`src/rtl/mmio_timer_responder_if.sv`:
```
// CPU-side bus bundle for the MMIO timer responder.
// One request in flight; Ack closes it with RdData/Err.
interface mmio_timer_responder_if;
   logic        Req;
   logic        We;
   logic [1:0]  Size;
   logic [31:0] Ad;
   logic [31:0] WrData;
   logic [31:0] RdData;
   logic        Ack;
   logic        Err;
   logic        Irq;

   modport master (
      output Req, We, Size, Ad, WrData,
      input  RdData, Ack, Err, Irq
   );

   modport slave (
      input  Req, We, Size, Ad, WrData,
      output RdData, Ack, Err, Irq
   );
endinterface

```
`src/rtl/mmio_timer_responder.sv`:
```
// Memory-mapped down-counting timer with CTRL/PRESET/COUNT
// registers behind a fixed-latency request/ack bus.
module mmio_timer_responder #(
   parameter logic [31:0] BASE = 32'h0000_7F00,
   parameter int unsigned WAIT = 1
) (
   input logic Clk,
   input logic Reset,
   mmio_timer_responder_if.slave bus
);

   typedef enum logic [1:0] {
      S_IDLE,
      S_WAIT,
      S_RESP
   } state_t;

   localparam logic [2:0] WLOAD =
      (WAIT == 0) ? 3'd0 : 3'(WAIT - 1);

   state_t      state, state_nx;
   logic [2:0]  wcnt, wcnt_nx;

   logic        c_we;
   logic [1:0]  c_size;
   logic [31:0] c_ad;
   logic [31:0] c_wd;

   logic        en, mode, irq_en, pending;
   logic [31:0] preset, count;

   logic [31:0] off;
   logic        in_win, is_half, is_byte, is_word;
   logic        misal, bad;
   logic        resp, ok, wr, rd;
   logic [3:0]  bm;
   logic [31:0] m;
   logic [31:0] ctrl_rd, reg_rd, lane_rd, merged;
   logic        wr_ctrl, wr_pre, w1c, expire;

   always_ff @(posedge Clk) begin
      if (Reset) begin
         state <= S_IDLE;
         wcnt  <= 3'd0;
      end else begin
         state <= state_nx;
         wcnt  <= wcnt_nx;
      end
   end

   always_comb begin
      state_nx = state;
      wcnt_nx  = wcnt;
      unique case (state)
         S_IDLE: begin
            if (bus.Req) begin
               if (WAIT == 0) begin
                  state_nx = S_RESP;
               end else begin
                  state_nx = S_WAIT;
                  wcnt_nx  = WLOAD;
               end
            end
         end
         S_WAIT: begin
            if (wcnt == 3'd0) state_nx = S_RESP;
            else              wcnt_nx  = wcnt - 3'd1;
         end
         S_RESP:  state_nx = S_IDLE;
         default: state_nx = S_IDLE;
      endcase
   end

   always_ff @(posedge Clk) begin
      if (Reset) begin
         c_we   <= 1'b0;
         c_size <= 2'b00;
         c_ad   <= 32'd0;
         c_wd   <= 32'd0;
      end else if (state == S_IDLE && bus.Req) begin
         c_we   <= bus.We;
         c_size <= bus.Size;
         c_ad   <= bus.Ad;
         c_wd   <= bus.WrData;
      end
   end

   // Window offset; BASE is 16-byte aligned so off[1:0] is the lane.
   always_comb begin
      off     = c_ad - BASE;
      in_win  = (off[31:4] == 28'd0);
      is_half = (c_size == 2'b01);
      is_byte = (c_size == 2'b10);
      is_word = !is_half && !is_byte;
      misal   = (is_half && off[0]) ||
                (is_word && off[1:0] != 2'b00);
      bad     = !in_win || misal;
      resp    = (state == S_RESP);
      ok      = resp && !bad;
      wr      = ok && c_we;
      rd      = ok && !c_we;
   end

   always_comb begin
      bm = 4'b1111;
      if (is_byte)      bm = 4'b0001 << off[1:0];
      else if (is_half) bm = off[1] ? 4'b1100 : 4'b0011;
      m = {{8{bm[3]}}, {8{bm[2]}}, {8{bm[1]}}, {8{bm[0]}}};
   end

   always_comb begin
      ctrl_rd = {pending, 28'd0, irq_en, mode, en};
      reg_rd  = 32'd0;
      unique case (off[3:2])
         2'd0:    reg_rd = ctrl_rd;
         2'd1:    reg_rd = preset;
         2'd2:    reg_rd = count;
         default: reg_rd = 32'd0;
      endcase
      lane_rd = reg_rd;
      if (is_byte)
         lane_rd = (reg_rd >> {off[1:0], 3'b000}) & 32'h0000_00FF;
      else if (is_half)
         lane_rd = (reg_rd >> {off[1], 4'b0000}) & 32'h0000_FFFF;
      merged  = (reg_rd & ~m) | (c_wd & m);
      wr_ctrl = wr && (off[3:2] == 2'd0);
      wr_pre  = wr && (off[3:2] == 2'd1);
      w1c     = wr_ctrl && c_wd[31] && bm[3];
      expire  = en && (count == 32'd1);
   end

   // Expiry outranks a same-cycle clear; PRESET write outranks reload.
   always_ff @(posedge Clk) begin
      if (Reset) begin
         en      <= 1'b0;
         mode    <= 1'b0;
         irq_en  <= 1'b0;
         pending <= 1'b0;
         preset  <= 32'd0;
         count   <= 32'd0;
      end else begin
         if (wr_ctrl) begin
            en     <= merged[0];
            mode   <= merged[1];
            irq_en <= merged[2];
         end else if (expire && !mode) begin
            en <= 1'b0;
         end
         pending <= expire || (pending && !w1c);
         if (wr_pre) preset <= merged;
         if (wr_pre) begin
            count <= merged;
         end else if (en && count != 32'd0) begin
            if (expire && mode) count <= preset;
            else                count <= count - 32'd1;
         end
      end
   end

   assign bus.Ack    = resp;
   assign bus.Err    = resp && bad;
   assign bus.RdData = rd ? lane_rd : 32'd0;
   assign bus.Irq    = irq_en && pending;

endmodule

```
`src/flat_wrapper.sv`:
```
// flat-port wrapper written by rule: the top's interface ports become plain ports
module mmio_timer_responder_flat 
#(
   parameter logic [31:0] BASE = 32'h0000_7F00,
   parameter int unsigned WAIT = 1
)
  (Clk, Reset, bus_Req, bus_We, bus_Size, bus_Ad, bus_WrData, bus_RdData, bus_Ack, bus_Err, bus_Irq);
  mmio_timer_responder_if bus_i ();
  input logic Clk;
  input logic Reset;
  input wire logic [$bits(bus_i.Req)-1:0] bus_Req;
  input wire logic [$bits(bus_i.We)-1:0] bus_We;
  input wire logic [$bits(bus_i.Size)-1:0] bus_Size;
  input wire logic [$bits(bus_i.Ad)-1:0] bus_Ad;
  input wire logic [$bits(bus_i.WrData)-1:0] bus_WrData;
  output wire logic [$bits(bus_i.RdData)-1:0] bus_RdData;
  output wire logic [$bits(bus_i.Ack)-1:0] bus_Ack;
  output wire logic [$bits(bus_i.Err)-1:0] bus_Err;
  output wire logic [$bits(bus_i.Irq)-1:0] bus_Irq;
  assign bus_i.Req = bus_Req;
  assign bus_i.We = bus_We;
  assign bus_i.Size = bus_Size;
  assign bus_i.Ad = bus_Ad;
  assign bus_i.WrData = bus_WrData;
  assign bus_RdData = bus_i.RdData;
  assign bus_Ack = bus_i.Ack;
  assign bus_Err = bus_i.Err;
  assign bus_Irq = bus_i.Irq;
  mmio_timer_responder #(.BASE(BASE), .WAIT(WAIT)) u_core (.Clk(Clk), .Reset(Reset), .bus(bus_i));
endmodule
```
`config.mk`:
```
export PLATFORM = sky130hd
export DESIGN_NAME = mmio_timer_responder_flat
export DESIGN_NICKNAME = d
export VERILOG_FILES = /design/src/rtl/mmio_timer_responder_if.sv /design/src/rtl/mmio_timer_responder.sv /design/src/flat_wrapper.sv
export SDC_FILE = /design/constraint.sdc
export NUM_CORES = 1
export LEC_CHECK = 0
export ABC_AREA = 1
export CORE_ASPECT_RATIO = 1.2
export CORE_MARGIN = 3
export CORE_UTILIZATION = 50
export CTS_CLUSTER_DIAMETER = 200
export CTS_CLUSTER_SIZE = 30
export DETAILED_ROUTE_END_ITERATION = 16
export GPL_ROUTABILITY_DRIVEN = 1
export PLACE_DENSITY = 0.75
export SLEW_MARGIN = 20
export SYNTH_ARGS = -nofsm -noshare
export SYNTH_HDL_FRONTEND = slang
export SYNTH_SLANG_ARGS = --single-unit
```
`constraint.sdc`:
```
create_clock -name Clk -period 3.2 [get_ports Clk]
set_clock_uncertainty 0.05 [all_clocks]
set_input_delay 0.64 -clock Clk [delete_from_list [all_inputs] [get_ports Clk]]
set_output_delay 0.64 -clock Clk [all_outputs]
set_load 0.02 [all_outputs]
```
=== Word level (Yosys, flattened, before mapping) ===
Cells that the tools add are included.

* $add $sub $neg: 3
* Eq/ne operators: 10
* Shifts and indexed selects: 3
* Muxes and demuxes: 18
* Bitwise operators: 4
* Reductions and logical operators: 39

{| class="wikitable"
|+ Operators by type and width
! kind !! number
|-
| two-way mux 32 bit || 6
|-
| one-hot mux 32 bit (3 select lines) || 1
|-
| AND 32 bit || 2
|-
| == test 32 x 1 -> 1 bit, second input constant || 1
|-
| inverter 32 bit || 1
|-
| bitwise OR 32 bit || 1
|-
| nonzero test 32 bit || 1
|-
| right shift 32 x 5 -> 16 bit || 1
|-
| right shift 32 x 5 -> 8 bit || 1
|-
| subtractor 32 x 1 -> 32 bit, second input constant || 1
|-
| subtractor 32 x 15 -> 32 bit, second input constant || 1
|-
| zero test 28 bit || 1
|-
| logical AND 1 bit || 18
|-
| two-way mux 4 bit || 3
|-
| nonzero test 2 bit || 4
|-
| zero test 1 bit || 7
|-
| == test 2 x 1 -> 1 bit, second input constant || 3
|-
| == test 2 bit, second input constant || 3
|-
| two-way mux 3 bit || 2
|-
| one-hot mux 3 bit (2 select lines) || 1
|-
| zero test 2 bit || 2
|-
| two-way mux 2 bit || 2
|-
| inequality test 2 bit, second input constant || 2
|-
| one-hot mux 2 bit (2 select lines) || 1
|-
| 8 further kinds || 11
|}

* Bits in registers: 140
* Output and inout port bits: 35

=== Longest topological paths before layout ===
Gate-level depths: netlist of run 1.

* Word-level depth: 15
* Depth in mapped cells: 18
* Mapped depth without buffers: 17

=== Least setup slack after synthesis of run 1 ===
Ideal clock, no wire load.

* Kind: flip-flop to output port
* Start point: register u_core.c_size[0]
* End point: output port bus_RdData[6]
* Data arrival time: 2307 ps
* Setup slack: 203 ps
* Stages on the path, launching flop included: 17
* Cells stage by stage: dfxtp_1 inv_1 ha_1 inv_1 nor2_1 nor2_1 nand2_1 nor2_1 nand2_1 nor2_1 nand3_1 nor2_4 nand2_1 nor2_2 inv_2 buf_2 a211oi_1

* Word-level cells in the longest chain between the ends: 10
* Elaborated cells on any way between the ends: 15
* Classes of those cells: eq/ne (2); mux (3); reduce/logical (10)

{| class="wikitable"
|+ Ends and longest elaborated chain
! what !! line !! source
|-
| start: declaration || mmio_timer_responder.sv:25 || <nowiki>logic [1:0] c_size;</nowiki>
|-
| start signal: assignment || mmio_timer_responder.sv:82 || <nowiki>c_size <= bus.Size;</nowiki>
|-
| == test 2 x 1 -> 1 bit / == test 2 bit (equally long branches) || mmio_timer_responder.sv:92, mmio_timer_responder.sv:93 ||
|-
| zero test 1 bit || mmio_timer_responder.sv:94 || <nowiki>is_word = !is_half && !is_byte;</nowiki>
|-
| logical AND 1 bit || mmio_timer_responder.sv:94 ||
|-
| logical AND 1 bit || mmio_timer_responder.sv:96 || <nowiki>(is_word && off[1:0] != 2'b00);</nowiki>
|-
| logical OR 1 bit || mmio_timer_responder.sv:95 || <nowiki>misal = (is_half && off[0]) ||</nowiki>
|-
| logical OR 1 bit || mmio_timer_responder.sv:97 || <nowiki>bad = !in_win || misal;</nowiki>
|-
| zero test 1 bit || mmio_timer_responder.sv:99 || <nowiki>ok = resp && !bad;</nowiki>
|-
| logical AND 1 bit || mmio_timer_responder.sv:99 ||
|-
| logical AND 1 bit || mmio_timer_responder.sv:101 || <nowiki>rd = ok && !c_we;</nowiki>
|-
| two-way mux 32 bit (*) || mmio_timer_responder.sv:162 || <nowiki>assign bus.RdData = rd ? lane_rd : 32'd0;</nowiki>
|-
| end: declaration || flat_wrapper.sv:16 || <nowiki>output wire logic [$bits(bus_i.RdData)-1:0] bus_RdData;</nowiki>
|}

Mark *: on every way between the ends. The rest lies on a longest branch, timed or not.

=== Worst setup path after layout of run 1 ===
* Start point: register u_core.c_size[1]
* End point: output port bus_RdData[3]

The elaborated chain is that of the path after synthesis.

==> summary.txt, run 1 <==
Global routing
  – GR met2 Demand/Resource: 0.502
  – Wire length of the first global-routing pass: 44.2 mm
  – GR Util met3: 0.0678
  – Overall Global Routing Usage: 0.309
  – Initial antenna violation count: 0
  – GR Overflow Total: 0
  – Global routing usage on met1: 0.395
  – Global-route layer with the greatest usage: met2
  – Via count of the first global-routing pass: 8,540
  – Maximum number of pins on one net before global-route repair: 65

Power
  – Switching power: 1.36 mW
  – Total power per unit cell area: 431 nW/µm²
  – Relative contribution of combinational cells to total power: 0.184
  – Leakage power total: 4.69 nW
  – Max rail drop VDD: 0.405 mV
  – Internal Dissipation: 3.32 mW
  – Fraction of power consumed by the clock network: 0.409
  – Post-route total power: 4.68 mW
  – Sequential share of power: 0.406
  – Switching portion of total power: 0.290

Route
  – Vias per Instance: 5.47
  – Avg WL per Cell: 16.7 µm
  – Antenna-violating nets left: 0
  – DRC violation count after routing: 0
  – Total Wirelength: 28.6 mm
  – Count of TritonRoute iterations in the first routing pass: 6
  – DR iter-0 viols: 1,082
  – Routed via count: 9,367

Setup path
  – Combined buffer and inverter count along the critical path: 4
  – Length in cells of the worst reg-to-reg path: 24
  – Worst path max stage delay: 0.32 ns
  – Total number of cells along the worst setup path: 16
  – Endpoint of the worst setup timing path: bus_RdData[3]
  – CP max FO: 8
  – FF-to-FF End: u_core.count[27]
  – Register-to-Register Setup Slack: 0.11 ns
  – Slowest library cell on the worst path: sky130_fd_sc_hd__dfxtp_2
  – Cell mode on critical path: sky130_fd_sc_hd__nor2_1
  – Startpoint Class: flop
  – Kind of critical path: flop to output port
  – CP delay by family, top: simple AND/OR/NAND/NOR gates
  – Critical Path Sink Type: output port
  – Cells along the critical path: buf_6 > ha_4 > inv_2 > nor2_1 > nor2_1 > nand2_1 > nor2_1 > nand2_1 > nor2_2 > nand3_2 > nor2_4 > nand2_2 > nor2_4 > clkinv_4 > a211oi_2 > buf_4
  – Reg-to-reg critical path startpoint: u_core.c_size[1]
  – Timing startpoint of the critical path: u_core.c_size[1]
  – Data required time at the worst endpoint: 2.51 ns
  – Data arrival at the endpoint of the critical path: 2.58 ns

Clocking
  – Cell chosen for the clock root: sky130_fd_sc_hd__clkbuf_16
  – Number of buffers created by CTS: 17
  – Sink Count: 140
  – Maximum buffer depth of the clock tree: 2
  – H-tree lvl count: 4
  – Clock edge transition at the registers on the reported setup and hold paths: 0.06 ns
  – TritonCTS clock tree: yes
  – Number of hold buffers added after cts: 0
  – Clock network latency to the later pin of the worst-skew pair: 0.43 ns

STA
  – Final critical path time including I/O delays and setup: 3.27 ns
  – Actual transition at the worst max-transition pin: 0.786 ns
  – Total count of hold-check failures in the final report: 0
  – Final Cycle Share: 1.02
  – Least setup slack across all paths after layout: -0.0694 ns
  – Worst slew margin relative to its limit: 0.474
  – Max-slew violation count: 0
  – Number of endpoints failing setup at the final stage: 25
  – Setup repair after global routing missed its margin: yes
  – Fmax: 0.306 GHz

Synthesis
  – Number of enable flip-flop cells after synthesis: 0
  – Async set or reset register ratio after synthesis: 0
  – Compound-gate portion of the synthesized area: 0.200
  – Sequential element share of the synthesized area: 0.339
  – Number of instances in the synthesized netlist: 1,328
  – Mux share of post-synthesis cell area: 0.00955
  – Post-Syn Area per Cell: 6.22 µm²
  – Share of synthesized cell area in full adder, half adder and majority cells: 0.00909
  – Simple-gate area share of the yosys netlist: 0.303
  – Mapped cell area: 8260 µm²
  – FF+latch count, synth: 140
  – Dominant register cell in the synthesized netlist: sky130_fd_sc_hd__dfxtp_1
  – Combinational family with the most area after synthesis: simple AND/OR/NAND/NOR gates
  – Number of nets in the synthesized netlist: 1,404
  – Syn. warnings: 0
  – XOR/XNOR Fraction of Synth Area: 0.0223
  – Unique masters post-synth: 36

Job
  – Count of maximum capacitance violations: 0

Outcome
  – Status: complete, but fails checks
  – Violated checks: setup timing

Floorplan
  – Die height: 147 µm
  – Area enclosed by the die boundary: 18,100 µm²
  – Ports placed on the boundary: 105
  – Die outline width: 123 µm
  – Total number of placement rows: 50
  – Std-Cell Core Area: 15,900 µm²
  – Initial standard-cell utilization of the core: 0.520

Placed design
  – I/O Buffers: 104
  – Setup WS pre-CTS: -0.160 ns
  – Final GP Congestion: 1.02
  – Detailed-placement wirelength estimate: 20.3 mm

Layout
  – Area of combinational cells with multiple inputs: 4680 µm²
  – Number of inserted diodes: 0
  – Post-synthesis to final-layout area growth: 31.5%
  – Sequential cell area: 2810 µm²
  – Fill cell instance count of the final layout: 1,429
  – Net count reported at finish: 1,566
  – Ratio of cells with drive above 1 in the final layout: 0.164

Worst hold path
  – Tightest Hold Check Type: flop to flop
layout by cell type (no fill, tap or decap), types with 6 or more instances in the layout:
cell type	instances
sky130_fd_sc_hd__o22ai_1	46
sky130_fd_sc_hd__nor2_1	222
sky130_fd_sc_hd__dfxtp_2	6
sky130_fd_sc_hd__mux2_2	7
sky130_fd_sc_hd__nor3_1	11
sky130_fd_sc_hd__buf_6	14
sky130_fd_sc_hd__dfxtp_1	134
sky130_fd_sc_hd__clkbuf_16	17
sky130_fd_sc_hd__inv_1	175
sky130_fd_sc_hd__a21oi_1	84
sky130_fd_sc_hd__nor2_4	11
sky130_fd_sc_hd__nand3_1	62
sky130_fd_sc_hd__buf_4	112
sky130_fd_sc_hd__buf_12	6
sky130_fd_sc_hd__xor2_1	21
sky130_fd_sc_hd__nand4_1	16
sky130_fd_sc_hd__a211oi_2	8
sky130_fd_sc_hd__nand2_2	8
sky130_fd_sc_hd__nand2_1	238
sky130_fd_sc_hd__nor2_2	22
sky130_fd_sc_hd__clkdlybuf4s50_1	71
sky130_fd_sc_hd__o21ai_0	154
worst min-delay path by stage:
stage / start / to / slack [ns] / depth (start not counted)
detailed placement: u_core.c_wd[24] / u_core.c_wd[24] / 0.39 / 2
floorplan: u_core.c_wd[16] / u_core.c_wd[16] / 0.37 / 2
finish: u_core.c_wd[19] / u_core.c_wd[19] / 0.40 / 2
CTS: u_core.c_wd[24] / u_core.c_wd[24] / 0.40 / 2
global placement: u_core.c_wd[29] / u_core.c_wd[29] / 0.39 / 2
global route: u_core.c_wd[20] / u_core.c_wd[20] / 0.43 / 2
registers in the layout (all words and copies together) (netlist names):
name and flops:
u_core.irq_en 1, u_core.c_we 1, u_core.pending 1, u_core.c_wd 32, u_core.count 32, u_core.preset 32, u_core.mode 1, u_core.c_ad 32
u_core.en 1, u_core.wcnt 3, u_core.state 2, u_core.c_size 2
per-stage QoR:
stage                     area [µm²]  cells  TNS, ns  hold slack (ns)   util
after global placement         10000   1662    -1.36            0.387  0.629
after global routing           10900   1711    -4.36            0.431  0.683
after CTS                      10700   1706    -1.24            0.403  0.671
after floorplan                 8260   1328        0            0.375      -
after detailed placement       10000   1662    -2.57            0.395  0.629
final                          10900   1711   -0.923            0.402  0.683
Yosys cell counts, types with 3 or more instances:
master / number / area (µm²)
sky130_fd_sc_hd__o221ai_1: 3 / 26.3
sky130_fd_sc_hd__nor2_1: 244 / 916
sky130_fd_sc_hd__buf_6: 3 / 33.8
sky130_fd_sc_hd__inv_1: 178 / 668
sky130_fd_sc_hd__clkbuf_1: 46 / 173
sky130_fd_sc_hd__o21ai_0: 154 / 771
sky130_fd_sc_hd__nand4_1: 16 / 100
sky130_fd_sc_hd__nand3_2: 3 / 30.0
sky130_fd_sc_hd__buf_2: 9 / 45.0
sky130_fd_sc_hd__a211oi_1: 11 / 82.6
sky130_fd_sc_hd__nand3_1: 63 / 315
sky130_fd_sc_hd__ha_1: 6 / 75.1
sky130_fd_sc_hd__a21oi_1: 88 / 440
sky130_fd_sc_hd__xor2_1: 21 / 184
sky130_fd_sc_hd__nor2_2: 5 / 31.3
sky130_fd_sc_hd__o22ai_1: 46 / 288
sky130_fd_sc_hd__clkinv_1: 3 / 11.3
sky130_fd_sc_hd__mux2_2: 7 / 78.8
sky130_fd_sc_hd__nand2_1: 244 / 916
sky130_fd_sc_hd__nor3_1: 11 / 55.1
sky130_fd_sc_hd__dfxtp_1: 140 / 2800
sky130_fd_sc_hd__nor2_4: 6 / 67.6
worst register-to-register path, stage by stage, from the launching register on:
cell	delay, ns
sky130_fd_sc_hd__dfxtp_2	0.32
sky130_fd_sc_hd__buf_6	0.11
sky130_fd_sc_hd__ha_4	0.25
sky130_fd_sc_hd__inv_2	0.03
sky130_fd_sc_hd__buf_4	0.11
sky130_fd_sc_hd__buf_4	0.12
sky130_fd_sc_hd__buf_4	0.12
sky130_fd_sc_hd__buf_4	0.12
sky130_fd_sc_hd__buf_4	0.12
sky130_fd_sc_hd__buf_4	0.12
sky130_fd_sc_hd__buf_4	0.12
sky130_fd_sc_hd__buf_4	0.12
sky130_fd_sc_hd__buf_4	0.12
sky130_fd_sc_hd__o21ai_0	0.22
sky130_fd_sc_hd__nor3_1	0.07
sky130_fd_sc_hd__nand3_1	0.14
sky130_fd_sc_hd__nor2_1	0.06
sky130_fd_sc_hd__nand3_1	0.06
sky130_fd_sc_hd__nor2_1	0.06
sky130_fd_sc_hd__nand4_1	0.06
sky130_fd_sc_hd__buf_4	0.24
sky130_fd_sc_hd__nand2_1	0.08
sky130_fd_sc_hd__inv_1	0.05
sky130_fd_sc_hd__nor2_1	0.04
sky130_fd_sc_hd__nor2_1	0.09
power by group through the flow:
stage          sequential, mW  combinational, mW  clock [mW]
2_1_floorplan            1.92              0.448           0
3_3_place_gp             1.93              0.770           0
3_5_place_dp             1.93              0.777           0
4_1_cts                  1.90              0.830        1.93
5_1_grt                  1.91              0.941        2.00
6_report                 1.90              0.862        1.91
cells by family after synthesis:
family | count (synthesis)
flip-flops | 140
multiplexers | 7
AO/OA/AOI/OAI | 309
AND/OR/NAND/NOR | 599
buffers and inverters | 246
adder cells (fa/ha/maj) | 6
XOR/XNOR | 21
cell type report:
class / instances / share of cell area
flip-flops and latches: 140 / 0.259
repair inverters: 1 / 0.000807
clock inverters: 12 / 0.0107
inverters: 183 / 0.0637
well taps: 208 / 0.0240
clock buffers: 20 / 0.0421
multi-input cells: 943 / 0.431
repair buffers: 204 / 0.169
timing repair:
item,4_1_cts,5_1_grt
setup endpoints to repair,33,43
cloned,1,1
resized for setup,191,58
pin swaps,7,4
setup buffers,11,4
per-layer routing:
metal | vias up | share of wire
met5 | - | 0
met4 | 0 | 0.042
met2 | 463 | 0.47
li1 | 4622 | -
met1 | 4184 | 0.40
met3 | 98 | 0.087
(Power assumes the default switching activity.)
==> run 2: changes to the inputs <==
CORE_UTILIZATION = 45   (was 50)
PLACE_DENSITY = 0.69   (was 0.75)
==> summary.txt, run 2 (synthesis results as in run 1) <==
Outcome
  – Status: complete, but fails checks
  – Violated checks: setup timing

Global routing
  – Initial antenna violation count: 0 (unchanged)
  – Wire length of the first global-routing pass: 45.0 mm (+1.9%)
  – GR Overflow Total: 0 (unchanged)
  – Via count of the first global-routing pass: 8,797 (+3.0%)
  – Maximum number of pins on one net before global-route repair: 102 (+57%)
  – Overall Global Routing Usage: 0.285 (-0.0243)

Job
  – Count of maximum capacitance violations: 0 (unchanged)

Layout
  – Core Util, Final: 0.618 (-0.0650)
  – Number of inserted diodes: 0 (unchanged)
  – Post-synthesis to final-layout area growth: 33.1%
  – Net count reported at finish: 1,565 (-0.064%)
  – Leading cell type in the layout, fill and taps excluded: sky130_fd_sc_hd__nand2_1
  – Ratio of cells with drive above 1 in the final layout: 0.160 (-0.00389)
  – Commonest cells after routing, fill and taps aside: 239 x sky130_fd_sc_hd__nand2_1, 223 x sky130_fd_sc_hd__nor2_1, 174 x sky130_fd_sc_hd__inv_1, 154 x sky130_fd_sc_hd__o21ai_0, 135 x sky130_fd_sc_hd__dfxtp_1

Setup path
  – Cell mode on critical path: sky130_fd_sc_hd__nor2_4
  – Data required time at the worst endpoint: 2.51 ns (about the same)
  – Slowest library cell on the worst path: sky130_fd_sc_hd__dfxtp_2
  – Length in cells of the worst reg-to-reg path: 16 (-33%)
  – Cells along the critical path: nor2_4 > nand2_4 > nor2_8 > nand4_1 > nand2_1 > nand2_1 > nor2_2 > nand3_2 > nor2_4 > nand2_2 > nor2_4 > clkinv_4 > buf_12 > a21oi_1 > buf_4
  – Startpoint Class: flop
  – Kind of critical path: flop to output port
  – CP max FO: 11 (+3)
  – Worst path max stage delay: 0.34 ns (+0.02 ns)
  – Data arrival at the endpoint of the critical path: 2.70 ns (+0.12 ns)
  – Critical Path Sink Type: output port

STA
  – Number of endpoints failing setup at the final stage: 31 (+24%)
  – Max-slew violation count: 0 (unchanged)
  – Setup repair after global routing missed its margin: yes
  – Total count of hold-check failures in the final report: 0 (unchanged)
  – Actual transition at the worst max-transition pin: 0.616 ns (-0.170 ns)
  – Final Cycle Share: 1.06 (+0.0379)
  – Final critical path time including I/O delays and setup: 3.39 ns (+0.121 ns)
  – Fmax: 0.295 GHz (-3.6%)
  – Worst slew margin relative to its limit: 0.588 (+0.114)
  – Setup TNS Final: -4.07 ns (-3.15 ns)
  – Least setup slack across all paths after layout: -0.191 ns (-0.121 ns)

Floorplan
  – Std-Cell Core Area: 17,800 µm² (+12%)
  – Die outline width: 130 µm (+5.1%)
  – Area enclosed by the die boundary: 20,000 µm² (+11%)
  – Total number of placement rows: 53 (+6.0%)
  – Initial standard-cell utilization of the core: 0.465 (-0.0550)
  – Die height: 154 µm (+5.2%)
  – Ports placed on the boundary: 105 (unchanged)

Power
  – Internal Dissipation: 3.34 mW (+0.65%)
  – Relative contribution of combinational cells to total power: 0.173 (-0.011)
  – Post-route total power: 4.72 mW (+1.0%)
  – Fraction of power consumed by the clock network: 0.426 (+0.017)
  – Sequential share of power: 0.402 (-0.004)
  – Max rail drop VDD: 0.405 mV (-0.17%)
  – Switching power: 1.38 mW (+1.9%)
  – Total power per unit cell area: 430 nW/µm² (-0.20%)
  – Switching portion of total power: 0.293 (+0.00249)
  – Leakage power total: 4.75 nW (+1.3%)

Route
  – Avg WL per Cell: 16.6 µm (-0.42%)
  – DR iter-0 viols: 847 (-22%)
  – Routed via count: 9,169 (-2.1%)
  – Total Wirelength: 28.7 mm (+0.22%)
  – Count of TritonRoute iterations in the first routing pass: 5 (-1)
  – Vias per Instance: 5.32 (-2.7%)
  – Antenna-violating nets left: 0 (unchanged)
  – DRC violation count after routing: 0 (unchanged)

Placed design
  – Final GP Congestion: 0.972 (-4.3%)
  – Detailed-placement wirelength estimate: 20.8 mm (+2.2%)
  – Setup WS pre-CTS: -0.291 ns (-0.131 ns)
  – I/O Buffers: 104 (unchanged)

Clocking
  – Sink Count: 140 (unchanged)
  – Cell chosen for the clock root: sky130_fd_sc_hd__clkbuf_16
  – Number of buffers created by CTS: 17 (unchanged)
  – Number of hold buffers added after cts: 0 (unchanged)
  – Clock network latency to the later pin of the worst-skew pair: 0.44 ns (about the same)
  – Clock edge transition at the registers on the reported setup and hold paths: 0.06 ns (about the same)
  – TritonCTS clock tree: yes
  – H-tree lvl count: 4 (unchanged)
  – Maximum buffer depth of the clock tree: 2 (unchanged)

Worst hold path
  – Min-Delay Path Depth: 2 (unchanged)
  – Tightest Hold Check Type: flop to flop
## run 2: changes by cell type in the layout (fill, tap and decap cells not counted), moves of 3 or more
cell                       change
sky130_fd_sc_hd__nor2_4       +13
sky130_fd_sc_hd__buf_4         -8
sky130_fd_sc_hd__buf_6         +3
sky130_fd_sc_hd__dfxtp_2       -3
sky130_fd_sc_hd__nor2_2       -14
sky130_fd_sc_hd__a211oi_1      +4
sky130_fd_sc_hd__nand2_2       -3
sky130_fd_sc_hd__buf_2         +3
sky130_fd_sc_hd__a211oi_2      -4
## run 2: worst paths after layout
kind	end	startpoint	slack, ns
worst min-delay path	u_core.c_wd[24]	u_core.c_wd[24]	0.40
worst max-delay path	bus_RdData[14]	u_core.c_ad[15]	-0.19
worst min register to register	u_core.c_wd[24]	u_core.c_wd[24]	0.40
worst max register to register	u_core.count[31]	u_core.c_ad[15]	0.32
## run 2: final cells by class
cell class                      count  area [µm²]
Clock buffer                       17         425
Clock inverter                     15         164
Fill cell                        1686        6780
Inverter                          183         694
Multi-Input combinational cell    943        4740
Sequential cell                   140        2810
Tap cell                          220         275
Timing Repair Buffer              204        1870
## run 2: per-stage QoR
stage,instance area (µm²),std cells,hold slack (ns)
3_3_place_gp,10100,1686,0.387
6_report,11000,1722,0.401
3_5_place_dp,10100,1686,0.392
4_1_cts,10800,1720,0.401
5_1_grt,11000,1722,0.416
2_1_floorplan,8260,1328,0.375
## run 2: per-layer routing
layer / wire length (µm) / GRT usage
met1: 11900 / 0.359
met2: 13900 / 0.479
met3: 1870 / 0.0546
met4: 1040 / 0.110
met5: 0 / 0
## run 2: timing repair
action / in CTS / in global routing
buffers inserted: 1 / 1
pin swaps: 6 / 14
gates resized for setup: 211 / 51
gates cloned: 1 / 1
endpoints found under the setup margin: 33 / 36
## run 2: power groups by stage
| stage | Combinational (mW) | Clock [mW] | Sequential (mW) |
|---|---|---|---|
| 5_1_grt | 0.906 | 2.09 | 1.91 |
| 4_1_cts | 0.789 | 2.02 | 1.89 |
| 6_report | 0.816 | 2.01 | 1.90 |
| 2_1_floorplan | 0.448 | 0 | 1.92 |
| 3_5_place_dp | 0.778 | 0 | 1.93 |
| 3_3_place_gp | 0.772 | 0 | 1.92 |
## run 2: worst max-delay path: cells and delay by family, from the launching register on
family                 cells  cell delay, ns
AND/OR/NAND/NOR           11            1.29
buffers and inverters      3            0.49
flip-flops                 1            0.34
AO/OA/AOI/OAI              1            0.14
